===== src/rtl/serial_add_sub.sv =====
// Purpose : digit-serial two's-complement adder/subtractor (DIGIT bits per cycle, LSB first).
// Latency : start sampled at edge k -> done pulses after edge k+N, N = WIDTH/DIGIT.
// Backpr. : start is ignored while busy; a start seen in DONE is taken with no bubble.
//
// Ports:
//   clk, rst        rising-edge clock, asynchronous active-high reset
//   start, a, b, m  operation request, operands, mode (0 = a+b, 1 = a-b)
//   busy, done      operation in progress / one-cycle result-valid pulse
//   s, c, v, z      result, carry out of MSB, signed overflow, result-is-zero
//
// Optional feature macro: ADDSUB_SAT_EN -- saturate s on signed overflow
// (polarity from the sign of the latched A operand). c and v stay raw.
// Without the macro s wraps modulo 2^WIDTH and no saturation logic exists.

module serial_add_sub #(
    parameter int WIDTH = 8,
    parameter int DIGIT = 2
) (
    input  logic             clk,
    input  logic             rst,
    input  logic             start,
    input  logic [WIDTH-1:0] a,
    input  logic [WIDTH-1:0] b,
    input  logic             m,
    output logic             busy,
    output logic             done,
    output logic [WIDTH-1:0] s,
    output logic             c,
    output logic             v,
    output logic             z
);

    localparam int N     = WIDTH / DIGIT;
    localparam int CNT_W = (N > 1) ? $clog2(N) : 1;

    typedef enum logic [1:0] {
        IDLE = 2'd0,
        RUN  = 2'd1,
        DONE = 2'd2
    } state_t;

    state_t state;
    state_t state_nxt;

    // Working copies: operands shift right one digit per RUN cycle so the
    // slice always sees the next digit in the low bits.
    logic [WIDTH-1:0] a_sh;
    logic [WIDTH-1:0] b_sh;
    logic [WIDTH-1:0] res_sh;
    logic             carry;
    logic [CNT_W-1:0] cnt;

    logic             accept;
    logic             last_dig;
    logic [DIGIT-1:0] sum_dig;
    logic [DIGIT:0]   cy;
    logic [WIDTH-1:0] res_nxt;
    logic [WIDTH-1:0] s_fin;
    logic             v_fin;

    // start is only looked at when not busy, i.e. in IDLE or DONE.
    assign accept   = start && ((state == IDLE) || (state == DONE));
    assign last_dig = (state == RUN) && (cnt == CNT_W'(N - 1));

    assign busy = (state == RUN);
    assign done = (state == DONE);

    // DIGIT-bit ripple slice. cy[i] is the carry into bit i of the slice.
    always_comb begin
        cy      = '0;
        sum_dig = '0;
        cy[0]   = carry;
        for (int i = 0; i < DIGIT; i++) begin
            sum_dig[i] = a_sh[i] ^ b_sh[i] ^ cy[i];
            cy[i+1]    = (a_sh[i] & b_sh[i]) | (cy[i] & (a_sh[i] ^ b_sh[i]));
        end
    end

    // New digit enters from the MSB side; after N shifts the LSB digit has
    // arrived at bit 0 and res_nxt is the complete sum.
    assign res_nxt = (res_sh >> DIGIT) | (WIDTH'(sum_dig) << (WIDTH - DIGIT));

    // On the last digit cy[DIGIT-1] is the carry into the word MSB.
    assign v_fin = cy[DIGIT] ^ cy[DIGIT-1];

`ifdef ADDSUB_SAT_EN
    // On the last digit a_sh[DIGIT-1] still holds the MSB of the latched A.
    // Overflow only happens when both addends share A's sign, so A's sign
    // tells which rail to clamp to.
    always_comb begin
        s_fin = res_nxt;
        if (v_fin) begin
            if (a_sh[DIGIT-1]) begin
                s_fin = {1'b1, {(WIDTH-1){1'b0}}};
            end else begin
                s_fin = {1'b0, {(WIDTH-1){1'b1}}};
            end
        end
    end
`else
    assign s_fin = res_nxt;
`endif

    // State register.
    always_ff @(posedge clk or posedge rst) begin
        if (rst) begin
            state <= IDLE;
        end else begin
            state <= state_nxt;
        end
    end

    // Next-state logic.
    always_comb begin
        state_nxt = state;
        case (state)
            IDLE: begin
                if (start) begin
                    state_nxt = RUN;
                end
            end
            RUN: begin
                if (last_dig) begin
                    state_nxt = DONE;
                end
            end
            DONE: begin
                state_nxt = start ? RUN : IDLE;
            end
            default: begin
                state_nxt = IDLE;
            end
        endcase
    end

    // Datapath and registered result/flags.
    always_ff @(posedge clk or posedge rst) begin
        if (rst) begin
            a_sh   <= '0;
            b_sh   <= '0;
            res_sh <= '0;
            carry  <= 1'b0;
            cnt    <= '0;
            s      <= '0;
            c      <= 1'b0;
            v      <= 1'b0;
            z      <= 1'b0;
        end else begin
            if (accept) begin
                // Subtraction is a + ~b + 1: invert B here, the +1 is the carry-in.
                a_sh   <= a;
                b_sh   <= m ? ~b : b;
                carry  <= m;
                res_sh <= '0;
                cnt    <= '0;
            end else if (state == RUN) begin
                a_sh   <= a_sh >> DIGIT;
                b_sh   <= b_sh >> DIGIT;
                carry  <= cy[DIGIT];
                res_sh <= res_nxt;
                cnt    <= cnt + CNT_W'(1);
                // Visible outputs change only on the edge that enters DONE,
                // so s/c/v/z stay steady for the whole of RUN.
                if (last_dig) begin
                    s <= s_fin;
                    c <= cy[DIGIT];
                    v <= v_fin;
                    z <= ~|s_fin;
                end
            end
        end
    end

endmodule


===== config.mk =====
export PLATFORM = sky130hd
export DESIGN_NAME = serial_add_sub
export DESIGN_NICKNAME = d
export VERILOG_FILES = /design/src/rtl/serial_add_sub.sv
export SDC_FILE = /design/constraint.sdc
export NUM_CORES = 1
export LEC_CHECK = 0
export BUFFER_PORTS_ARGS = -buffer_cell sky130_fd_sc_hd__buf_2
export CORE_AREA = 10 10 73 75
export DETAILED_ROUTE_END_ITERATION = 7
export DIE_AREA = 0 0 83 85
export MAX_ROUTING_LAYER = met4
export PLACE_DENSITY = 0.76
export SLEW_MARGIN = 25
export SYNTH_ARGS = -nofsm -noshare
export SYNTH_HDL_FRONTEND = slang
export SYNTH_SLANG_ARGS = --single-unit

===== constraint.sdc =====
create_clock -name clk -period 2.95 [get_ports clk]
set_clock_uncertainty 0.2 [all_clocks]
set_input_delay 0.4425 -clock clk [delete_from_list [all_inputs] [get_ports clk]]
set_output_delay 0.4425 -clock clk [all_outputs]
set_load 0.005 [all_outputs]

==> run_results.csv <==
group,metric,value,unit
outcome,outcome,"finished, final reports clean",
worst_setup_path,slowest_stage,"fa_1",
worst_hold_path,hold_class,"in2async",
cells_and_area,areaGrowthSynthToFinish,15.1,%
placement,port_buffers,32,
floorplanning,start_util,0.441,
timing,drv_slew,0,
clock_tree,cts_sinks,38,
synthesis,synth_top_area_frac,0.551,
global_routing,overflow,0,
synthesis,synth-edff-count,0,
synthesis,yosys-top-cells-count,"dfrtp_1, a22o_1, nand2_1",
timing,rsz0062_at_grt,"false",
job,maxCapViolCount,0,
timing,setup_violations,0,
drt,via_per_inst,5.15,
floorplanning,dieHeight,85,µm
pwr,vdd_drop_max,522,µV
clock_tree,cts_tree,"done",
floorplanning,pin_count,33,
synthesis,syn_inst,136,
timing,worstMarginPinSlew,0.629,ns
worst_setup_path,critPathRequiredTime,2.94,ns
global_routing,grt_pass1_wl,5750,µm
timing,period_needed,2.21,ns
synthesis,synth-seq-area-share,0.551,
worst_setup_path,reg2reg_to,"z",
placement,dp_hpwl,2470,µm
clock_tree,clockRootBuffer,"clkbuf_8",
clock_tree,cts_made_buffers,5,
drt,via_count,1134,
placement,gp_congestion,0.765,
timing,fin_crit_sh,0.750,
synthesis,netlist.top_cell.by_area,"dfrtp_1",
timing,timing.fmax,452,MHz
worst_setup_path,cp-start-kind,"register",
synthesis,syn_area,1730,µm²
cells_and_area,num-nets-final,192,
pwr,powerDensity,1060,nW/µm²
worst_setup_path,crit_chain,"inv_1 > fa_1 > fa_1 > nor4bb_1 > nand2_1 > o21ai_0",
pwr,leakage,1.01,nW
drt,wire_per_inst,15.0,µm
synthesis,synth-seq-cells,38,
global_routing,grt_pass1_vias,1222,
worst_setup_path,critPathBufInv,1,
placement,post-place-ws,0.743,ns
global_routing,grt_max_degree,39,
cells_and_area,drive_above_1_share,0.324,
timing,finalHoldViolCount,0,
synthesis,synth_fp_nets,159,
drt,finalWirelength,3290,µm
floorplanning,rows,23,
floorplanning,design.die.area,7060,µm²
clock_tree,post_cts_buffers,0,
worst_setup_path,end_kind,"register",
timing,maxSlewHeadroom,0.579,
synthesis,avgSynthCellArea,12.7,µm²
drt,drt-pass1-iter-count,4,
global_routing,track_usage,0.100,
synthesis,async_reset_ff_frac,1.00,
worst_setup_path,arrival,2.20,ns
global_routing,antenna_found_initial,0,
synthesis,synthTopCellsByArea,"dfrtp_1, a22o_1, mux2_2",
synthesis,ys_types,28,
drt,drtIter0Drc,30,
cells_and_area,insertedDiodeCount,0,
worst_setup_path,cpPeakStageDelay,0.54,ns
clock_tree,clk_pin_slew_worst_paths,0.07,ns
pwr,fin_total_pwr,0.00210,W
synthesis,synth_ff_type,"dfrtp_1",
clock_tree,htreeDepth,2,
worst_setup_path,crit_path_frequent_cell,"fa_1",
clock_tree,clk_latency,0.29,ns
floorplanning,die_w,83,µm
clock_tree,post_cts_resized,0,
worst_setup_path,rr_worst_depth,6,
drt,drc_errors,0,
synthesis,yosysWarningCount,0,
clock_tree,cts_hold_buf,0,
worst_setup_path,rr_startpoint,"a_sh[0]",
worst_setup_path,path_delay_family,"adder cells",
worst_setup_path,crit_type,"reg2reg",
drt,ant_nets,0,
timing,finalSetupTns,0,ns
timing,setup_ws,0.738,ns
clock_tree,clockBufferDepth,2,
synthesis,synth_most_common_cell,"dfrtp_1",
worst_setup_path,critPathMaxFanout,3,
worst_setup_path,rrSetupSlack,0.74,ns
floorplanning,core,3910,µm²
==> sequential cells by signal (all words and copies together) (netlist names), 2 cells and up <==
register and count:
a_sh 8, b_sh 8, s 8, res_sh 6
cnt 2, state 2
==> report_power, final <==
part           total (W)  leakage [nW]  switching [W]  internal [W]
sequential      0.000881         0.484       0.000135      0.000746
clock           0.000361        0.0472       0.000173      0.000188
combinational   0.000858         0.475       0.000434      0.000425
total            0.00210          1.01       0.000742       0.00136
==> logic make-up after synthesis <==
logic type	share of synthesized area
mux	0.0870
buf+inv	0.0638
xor+xnor	0.0457
compound gates	0.144
flops	0.551
simple gates	0.0776
fa+ha+maj	0.0305
==> worst register-to-register path: cells and delay by family (launching register included) <==
family / cells / cell delay, ns
buf+inv: 1 / 0.06
fa+ha+maj: 2 / 1.01
flops: 1 / 0.32
simple gates: 2 / 0.34
compound gates: 1 / 0.18
==> layout make-up <==
class | instances | area [µm²]
Clock buffer | 6 | 82.6
Timing Repair Buffer | 34 | 175
Inverter | 8 | 35.0
Tap cell | 50 | 62.6
Clock inverter | 2 | 12.5
Multi-Input combinational cell | 82 | 667
Sequential cell | 38 | 951
Fill cell | 387 | 1930
==> stage by stage <==
step,hold WS (ns),cell area (µm²),util,std cells
3_5_place_dp,0.267,1890,0.483,212
3_3_place_gp,0.258,1890,0.483,212
2_1_floorplan,0.250,1730,-,136
5_1_grt,0.105,1990,0.507,220
4_1_cts,0.0651,1990,0.507,220
6_report,0.0595,1990,0.507,220
==> worst max path at each step <==
stage	from	end	slack [ns]	cells past startpoint
floorplan	a_sh[0]	z	0.89	6
global placement	a_sh[0]	z	0.84	6
CTS	a_sh[0]	z	0.71	6
global route	a_sh[0]	z	0.52	6
detailed placement	a_sh[0]	z	0.74	6
finish	a_sh[0]	z	0.74	6
==> placed cells by master, fill, tap and decap left out <==
master,count
a21o_1,4
a221o_1,2
a22o_1,13
and2b_1,1
buf_2,32
buf_4,2
clkbuf_8,6
clkinv_2,1
clkinvlp_4,1
dfrtp_1,38
fa_1,2
ha_1,1
inv_1,7
inv_6,1
mux2_2,8
mux2i_1,6
nand2_1,13
nand2b_4,1
nand3b_2,1
nor2_8,1
nor2b_2,1
nor3_1,2
nor4_1,1
nor4bb_1,1
o21ai_0,11
o21ai_1,1
o21bai_1,1
o2bb2ai_1,2
xnor2_1,1
xor2_1,8
==> layer usage <==
| metal | global-route usage | part of all wire |
|---|---|---|
| met1 | 0.115 | 0.44 |
| met2 | 0.156 | 0.48 |
| met3 | 0.0382 | 0.066 |
| met4 | 0.0372 | 0.0082 |
| met5 | - | 0 |
Power figures use the tool's default switching activity.
